<file path="config.mk">
export PLATFORM = sky130hd
export DESIGN_NAME = seven_seg_scanner
export DESIGN_NICKNAME = d
export VERILOG_FILES = /design/src/rtl/sevseg_pkg.sv /design/src/rtl/sevenSegDec.sv /design/src/rtl/seven_seg_scanner.sv
export SDC_FILE = /design/constraint.sdc
export NUM_CORES = 1
export LEC_CHECK = 0
export ABC_AREA = 1
export CORE_MARGIN = 5
export CORE_UTILIZATION = 53
export CTS_BUF_LIST = sky130_fd_sc_hd__clkbuf_8
export DETAILED_ROUTE_END_ITERATION = 10
export GPL_TIMING_DRIVEN = 0
export HOLD_SLACK_MARGIN = 0.02
export PLACE_DENSITY = 0.86
export SLEW_MARGIN = 20
export SYNTH_ARGS = -nofsm -noshare
export SYNTH_HDL_FRONTEND = slang
export SYNTH_HIERARCHICAL = 1
export SYNTH_SLANG_ARGS = --single-unit
</file>
<file path="constraint.sdc">
create_clock -name clk -period 2.3 [get_ports clk]
set_input_delay 0.23 -clock clk [delete_from_list [all_inputs] [get_ports clk]]
set_output_delay 0.23 -clock clk [all_outputs]
set_load 0.01 [all_outputs]
</file>
<file path="src/rtl/sevseg_pkg.sv">
// ----------------------------------------------------------------------------
// sevseg_pkg
//   Shared constants, types and helpers for the seven-segment scanner.
//   SEG_BLANK : all segments off (active-low)
//   AN_OFF    : all anodes off (active-low)
//   digit_idx_t / seg_t : digit index and segment vector types
//   lead_zero : true when digit k>0 sits inside a run of leading zeros
// ----------------------------------------------------------------------------
package sevseg_pkg;

   localparam logic [6:0] SEG_BLANK = 7'h7F;
   localparam logic [3:0] AN_OFF    = 4'hF;

   typedef logic [1:0] digit_idx_t;
   typedef logic [6:0] seg_t;

   // Digit k is a leading zero when it and every digit to its left are 0.
   // Digit 0 is never a leading zero so a value of 0 still shows "0".
   function automatic logic lead_zero(input logic [15:0] v, input digit_idx_t k);
      logic z;
      z = 1'b0;
      case (k)
         2'd1:    z = (v[15:4]  == 12'h000);
         2'd2:    z = (v[15:8]  == 8'h00);
         2'd3:    z = (v[15:12] == 4'h0);
         default: z = 1'b0;
      endcase
      return z;
   endfunction

endpackage

</file>
<file path="src/rtl/sevenSegDec.sv">
// ----------------------------------------------------------------------------
// sevenSegDec
//   Combinational hex-to-segment decoder, active-low outputs.
//   Ports:
//     nibble : in  4 hex digit 0..F
//     seg    : out 7 segments a..g on seg[0]..seg[6], 0 = segment lit
// ----------------------------------------------------------------------------
module sevenSegDec
   import sevseg_pkg::*;
(
   input  logic [3:0] nibble,
   output seg_t       seg
);

   always_comb begin
      seg = SEG_BLANK;
      case (nibble)
         4'h0: seg = 7'h40;
         4'h1: seg = 7'h79;
         4'h2: seg = 7'h24;
         4'h3: seg = 7'h30;
         4'h4: seg = 7'h19;
         4'h5: seg = 7'h12;
         4'h6: seg = 7'h02;
         4'h7: seg = 7'h78;
         4'h8: seg = 7'h00;
         4'h9: seg = 7'h10;
         4'hA: seg = 7'h08;
         4'hB: seg = 7'h03;
         4'hC: seg = 7'h46;
         4'hD: seg = 7'h21;
         4'hE: seg = 7'h06;
         4'hF: seg = 7'h0E;
         default: seg = SEG_BLANK;
      endcase
   end

endmodule

</file>
<file path="src/rtl/seven_seg_scanner.sv">
// ----------------------------------------------------------------------------
// seven_seg_scanner
//   Time-multiplexed driver for a 4-digit common-anode 7-segment display.
//   A 16-bit value is captured into a shadow register on load and promoted
//   to the displayed (active) register only at a frame boundary, so a frame
//   never mixes old and new digits. One digit is shown per prescaler tick.
//
//   Parameters:
//     TICK_DIV : clk cycles per digit slot (>= 2)
//     CNT_W    : prescaler width, >= clog2(TICK_DIV)
//   Ports:
//     clk    : in  1  system clock, rising edge
//     rst    : in  1  synchronous active-high reset
//     value  : in  16 hex value, nibble k on digit k (digit 0 rightmost)
//     load   : in  1  strobe: capture value and dp_in
//     dp_in  : in  4  decimal point enables per digit, active-high
//     enable : in  1  0 = anodes off, scanning continues
//     an     : out 4  digit anodes, active-low
//     seg    : out 7  segments a..g, active-low
//     dp     : out 1  decimal point, active-low
//
//   Build option: define SEVSEG_LZ_BLANK_EN to blank leading-zero digits
//   (digit 0 always shown, anode still driven, dp unaffected).
//
//   Handshake: load has no ready; every load strobe is accepted. A later
//   load in the same frame overwrites an earlier one.
// ----------------------------------------------------------------------------
module seven_seg_scanner
   import sevseg_pkg::*;
#(
   parameter int TICK_DIV = 100_000,
   parameter int CNT_W    = 17
) (
   input  logic        clk,
   input  logic        rst,
   input  logic [15:0] value,
   input  logic        load,
   input  logic [3:0]  dp_in,
   input  logic        enable,
   output logic [3:0]  an,
   output logic [6:0]  seg,
   output logic        dp
);

   logic [CNT_W-1:0] cnt;
   logic             tick;
   logic             frame_tick;
   digit_idx_t       idx;
   digit_idx_t       next_idx;

   logic [15:0]      shadow;
   logic [3:0]       shadow_dp;
   logic             pending;
   logic [15:0]      active;
   logic [3:0]       active_dp;

   // Active value as it will be after this cycle's edge; the pins for the
   // next slot are computed from this so a promotion shows up immediately.
   logic [15:0]      active_nxt;
   logic [3:0]       active_dp_nxt;

   logic [3:0]       nib;
   seg_t             dec_seg;
   seg_t             seg_nxt;

   assign tick       = (cnt == CNT_W'(TICK_DIV - 1));
   assign next_idx   = idx + 2'd1;
   assign frame_tick = tick && (idx == 2'd3);

   always_comb begin
      active_nxt    = active;
      active_dp_nxt = active_dp;
      if (frame_tick) begin
         // A load landing on the boundary bypasses the shadow register.
         if (load) begin
            active_nxt    = value;
            active_dp_nxt = dp_in;
         end else if (pending) begin
            active_nxt    = shadow;
            active_dp_nxt = shadow_dp;
         end
      end
   end

   assign nib = active_nxt[{next_idx, 2'b00} +: 4];

   sevenSegDec u_dec (
      .nibble (nib),
      .seg    (dec_seg)
   );

`ifdef SEVSEG_LZ_BLANK_EN
   assign seg_nxt = lead_zero(active_nxt, next_idx) ? SEG_BLANK : dec_seg;
`else
   assign seg_nxt = dec_seg;
`endif

   always_ff @(posedge clk) begin
      if (rst) begin
         cnt       <= '0;
         idx       <= 2'd0;
         shadow    <= 16'h0000;
         shadow_dp <= 4'h0;
         pending   <= 1'b0;
         active    <= 16'h0000;
         active_dp <= 4'h0;
         an        <= AN_OFF;
         seg       <= SEG_BLANK;
         dp        <= 1'b1;
      end else begin
         cnt <= tick ? '0 : cnt + 1'b1;

         if (load) begin
            shadow    <= value;
            shadow_dp <= dp_in;
            pending   <= 1'b1;
         end

         // Placed after the load branch so a coincident load does not
         // leave pending set for a value that is already active.
         if (frame_tick) begin
            active    <= active_nxt;
            active_dp <= active_dp_nxt;
            pending   <= 1'b0;
         end

         if (tick) begin
            idx <= next_idx;
            an  <= enable ? ~(4'b0001 << next_idx) : AN_OFF;
            seg <= seg_nxt;
            dp  <= ~active_dp_nxt[next_idx];
         end
      end
   end

endmodule

</file>
# [Word level (Yosys, flattened, before mapping)]
# Memories as Yosys holds them, arrays and structs flattened. A register that Yosys moved wholly into a read port is not among the register bits.
# Cells that the tools add are included.
[totals] n_memories=1 reg_bits=65 romBits=112
[classes] shift=2 magnitude_cmp=1 muxes=9 reduce_logical=3 n_addsub=2 n_bitwise=2 eq_ne=2
[memory_table] memory="(name not given)" depth=16 width=7 rd=1 rd_ports_with_merged_regs=1 write_ports=0 line="sevenSegDec.sv:17" rtl="case (nibble)"
[op_table] op="16-bit 2-to-1 mux" n=3
[op_table] op="17-bit by 1-bit adder with 17-bit output, second input constant" n=1
[op_table] op="17-bit equality test, second input constant" n=1
[op_table] op="4-bit 2-to-1 mux" n=4
[op_table] op="16-bit by 5-bit variable part select with 4-bit output" n=1
[op_table] op="4-bit NOT" n=1
[op_table] op="2-bit OR reduction" n=2
[op_table] op="1-bit by 2-bit << shifter with 4-bit output, first input constant" n=1
[op_table] op="2-bit by 3-bit < comparator with 1-bit output, second input constant" n=1
[op_table] op="2-bit by 1-bit adder with 2-bit output, second input constant" n=1
[op_table] op="1-bit binary-select mux with 2-bit select" n=1
[op_table] op="2-bit equality test, second input constant" n=1
[op_table] op="1-bit logical AND" n=1
[op_table] op="1-bit 2-to-1 mux" n=1
[op_table] op="1-bit NOT" n=1

# [Logic depth before layout (Yosys ltp)]
[logic_depth] ltp_word=6 mapped_depth=20

# [By module]
# Netlist, hierarchy kept.
[by_module_without_submodules] mod="seven_seg_scanner" cells_per_inst=407 area_per_inst_um2=3104.2 instances=1
[by_module_without_submodules] mod="sevenSegDec" cells_per_inst=49 area_per_inst_um2=274.0 instances=1

# [Least setup slack after synthesis]
# OpenSTA, ideal clock, no wires.
[synth_timing] path_type="reg-to-reg" start="reg cnt[0]" end="reg seg[1]" synth_period_minus_slack_ns=2.383 slack_ns=-0.083 path_stages_with_launch=19 arrival_ns=2.266 required_ns=2.183 cell_sequence="dfxtp_1 -> ha_1 -> nand2_1 -> inv_2 -> nand2_1 -> nor2_2 -> nand3_2 -> nor2_4 -> buf_6 -> nand2_1 -> o21ai_1 -> nand2_1 -> nand3_1 -> nand2_1 -> inv_1 -> ha_1 -> nand3_1 -> nand2_1 -> o22a_1"
[synth_via] elab_chain_len=4
[synth_lines] item="from (decl)" line="seven_seg_scanner.sv:45" rtl="logic [CNT_W-1:0] cnt;"
[synth_lines] item="from (signal assigned)" line="seven_seg_scanner.sv:111" rtl="cnt <= tick ? '0 : cnt + 1'b1;"
[synth_lines] item="17-bit equality test" line="seven_seg_scanner.sv:66" rtl="assign tick = (cnt == CNT_W'(TICK_DIV - 1));"
[synth_lines] item="1-bit logical AND" line="seven_seg_scanner.sv:68" rtl="assign frame_tick = tick && (idx == 2'd3);"
[synth_lines] item="16-bit 2-to-1 mux" line="seven_seg_scanner.sv:73" rtl="if (frame_tick) begin"
[synth_lines] item="16-bit by 5-bit variable part select with 4-bit output" line="seven_seg_scanner.sv:85" rtl="assign nib = active_nxt[{next_idx, 2'b00} +: 4];"
[synth_lines] item="net nib[1]" line="seven_seg_scanner.sv:62" rtl="logic [3:0] nib;"
[synth_lines] item="to (decl)" line="seven_seg_scanner.sv:41" rtl="output logic [6:0] seg,"
# The timed path passes the listed nets, and every way through them passes these cells.
# A chain may end at the register's enable or synchronous reset.

# [Worst setup path after layout]
[layout_timing] start="reg cnt[1]" end="reg seg[3]"
# The elaborated chain is that of the path after synthesis.

==> metrics.md <==
| Metric | Value |
|---|---|
| Status | `complete, but fails checks` |
| Failing checks | `setup timing` |
| Final worst slack | `-0.215 ns` |
| Area Overhead vs Synth | `35.2%` |
| First-pass GRT wire length | `14.7 mm` |
| Kind of critical path | `register to register` |
| # diodes | `0` |
| Clock Skew | `~0.014 ns` |
| Number of synthesis warnings | `6` |
| Cell Area, Synth | `0.00338 mm2` |
| Root Driver | `clkbuf_8` |
| Sink Count | `72` |
| Gate Count Post-Synth | `456` |
| Sequential power share | `0.476` |
| Filler Cell Count | `422` |
| Net Sw Frac | `0.222` |
| Pint | `between 2 and 2.5 mW` |
| Slew Viols, Final | `0` |
| Syn_area_per_cell | `7.41 um2` |
| Final #Nets | `557` |
| Final ANT Viol Nets | `0` |
| Combinational fraction of design power | `0.056` |
| Final setup fails | `7` |
| Crit. End Element | `register` |
| Total Power | `2.70 mW` |
| Drt total wl | `9.46 mm` |
| Number of global-route vias before repair | `3205` |
| Die Span Y | `89.8 um` |
| CTS tree | `yes` |
| Die ar. | `0.00807 mm2` |
| Hold slack | `0.196 ns` |
| H-tree Lvls | `3` |
| Port Buffer Count | `33` |
| Die width | `89.8 um` |
| Hold wc startpoint | `load` |
| CTS Hold Bufs | `0` |
| Worst-Margin Slew | `0.489 ns` |
| Num rows | `29` |
| Sw power | `0.599 mW` |
| GR Overflow Total | `0` |
| Period utilization | `1.09` |
| Clk slew on worst S/H paths | `0.09 ns` |
| Num CTS Buffers | `9` |
| Post-DR vias/cell | `5.56` |
| DRT Pass-1 Iters | `5` |
| Crit Path Max Fanout | `8` |
| DRC | `0` |
| Unrepaired setup endpoints after global routing | `yes` |
| Beginning of the critical path | `cnt[1]` |
| Longest Clk Path Bufs | `2` |
| Pin count of the biggest net entering global routing | `14` |
| CP Launch Type | `register` |
| Gpl congestion | `0.908` |
| Antenna violations before repair | `0` |
| Final Hold Viols | `0` |
| Period minus WS final | `2.52 ns` |
| Clock power share | `0.468` |
| Largest stage delay, worst path | `roughly 0.36 ns` |
| PwrDens | `591 mW/mm2` |
| Pre-CTS WS | `-0.353 ns` |
| Worst Path Required | `2.56 ns` |
| Hold Path Class | `input port to register` |
| Synth Register Bits | `72` |
| I/O pin count | `36` |
| Total GRT Usage | `0.221` |
| Clk_lat worst skew | `0.36 ns` |
| Fin util | `0.728` |
| Reg-to-Reg Start | `cnt[1]` |
| Starting density of the core | `0.538` |
| CP dominant cell by count | `nand2_4` |
| Critical-path top delay cell | `dfxtp_2` |
| DPL Wire Length | `5.29 mm` |
| R2R setup slack | `-0.22 ns` |
| Via count | `3350` |
| Storage cell area | `0.00145 mm2` |
| First DRT Iteration DRCs | `188` |
| Worst r2r dst | `seg[3]` |
| Reg2Reg Depth | `20` |
| Fraction of layout cells with a size suffix above 1 | `0.255` |
| CORE AREA | `0.00628 mm2` |
| Seq/Total Area, Yosys | `0.427` |
| Leak | `around 1.9 nW` |
| Wire per inst | `15.7 um` |
| Hold Path Stages | `3` |
| Area of the multi-input gates | `0.00196 mm2` |
| CP arrival | `2.78 ns` |
| Syn_nets | `492` |
| Fmax | `398 MHz` |
| MaxCap Viol Count | `0` |
| Crit-path cells | `ha_4, nand2_4, inv_4, nand2_4, nor2_4, nand3_4, nor2_4, buf_8, buf_4, o21ai_2, nand2_1, nand3_2, nand2_4, inv_4, ha_2, nand2_4, nand2_2, nand2_2, nand2_2, o22a_1` |
| Count of different cell masters after synthesis | `35` |
| Slew HR | `0.674` |
| Min-Delay Endpoint | `shadow_dp[3]` |
| Peak VDD IR | `0.590 mV` |
routing by layer:
metal  track usage  up-vias  wire, um
met5             0        -         0
met4         0.102        0       331
met3        0.0776       32       676
met2         0.371      150      4680
met1         0.251     1565      3770
li1              -     1603         -
metrics by stage:
step,std cells,TNS [ns],instance area (um2)
after floorplan,456,0,3390
after global placement,566,-1.88,3820
after detailed placement,566,-2.13,3820
after CTS,596,-0.510,4410
after global routing,603,-2.13,4570
final,603,-1.17,4570
cell type report:
cell class | instances | share of cell area
Tap cell | 77 | 0.0211
Clock inverter | 6 | 0.0252
Clock buffer | 10 | 0.0301
Buffer | 16 | 0.0244
Sequential cell | 72 | 0.317
Multi-Input combinational cell | 323 | 0.428
Inverter | 45 | 0.0408
Timing Repair Buffer | 54 | 0.113
power by group through the flow:
stage	clock network, mW	registers [mW]	logic [mW]
global route	1.33	1.29	0.169
global placement	0	1.31	0.138
finish	1.26	1.29	0.152
CTS	1.26	1.29	0.147
floorplan	0	1.31	0.0845
detailed placement	0	1.31	0.141
placed cells by master (no fill, tap or decap), types with 10 or more instances in the layout:
master / instances
o21ai_2: 12
dfxtp_1: 66
mux2i_1: 10
nor2_1: 60
o21ai_0: 17
clkdlybuf4s50_1: 33
nand3_1: 27
buf_4: 15
nand2_1: 86
inv_1: 31
a21oi_1: 26
buf_6: 11
nand3_2: 13
clkbuf_8: 10
critical path, delay by kind of cell (launching register included):
family	cells	cell delay, ns
buf+inv	4	0.41
fa+ha+maj	2	0.35
simple gates	12	1.08
flops	1	0.36
compound gates	2	0.23
worst max-delay path by stage:
stage	endpoint	slack [ns]	cells past startpoint
floorplan	seg[1]	0.02	18
global placement	seg[1]	-0.29	14
detailed placement	seg[1]	-0.35	14
CTS	seg[0]	-0.09	19
global route	seg[3]	-0.34	19
finish	seg[3]	-0.22	20
what timing repair did:
item / in CTS / in global routing
endpoints found under the setup margin: 7 / 7
cloned: 2 / 0
resized for setup: 59 / 32
pin swaps: 26 / 16
buffers inserted: 12 / 7
cells in the mapped netlist:
cell type,count,area [um2]
nand2_1,102,383
dfxtp_1,72,1440
nor2_1,64,240
nand3_1,39,195
inv_1,38,143
a21oi_1,26,130
o21ai_0,18,90.1
ha_1,12,150
mux2i_1,10,100
o21ai_1,9,45.0
o22a_1,7,61.3
buf_2,6,30.0
inv_2,6,22.5
clkbuf_1,5,18.8
o21ai_2,5,43.8
buf_6,4,45.0
nor2_2,4,25.0
or2_2,4,25.0
nor3_1,3,15.0
xor2_1,3,26.3
nand2_2,2,12.5
nand3_2,2,20.0
nand4_1,2,12.5
nor2_4,2,22.5
a21boi_0,1,7.51
a31oi_1,1,6.26
and3_1,1,6.26
buf_4,1,7.51
clkinv_1,1,3.75
nand3b_1,1,7.51
nor4b_1,1,8.76
o211a_1,1,10.0
o21a_1,1,7.51
o22ai_1,1,6.26
xnor2_1,1,8.76
cell families after synthesis:
kind of cell	count (synthesis)	share of synthesized area
AND/OR/NAND/NOR	227	0.288
flip-flops	72	0.427
AO/OA/AOI/OAI	70	0.121
buffers and inverters	61	0.0800
adder cells (fa/ha/maj)	12	0.0444
multiplexers	10	0.0296
XOR/XNOR	4	0.0104
registers in the layout, summed over array words and instances, names as in the netlist:
register	flops
cnt	17
active	16
shadow	16
seg	7
active_dp	4
an	4
shadow_dp	4
idx	2
dp	1
pending	1
(Power assumes the default switching activity.)
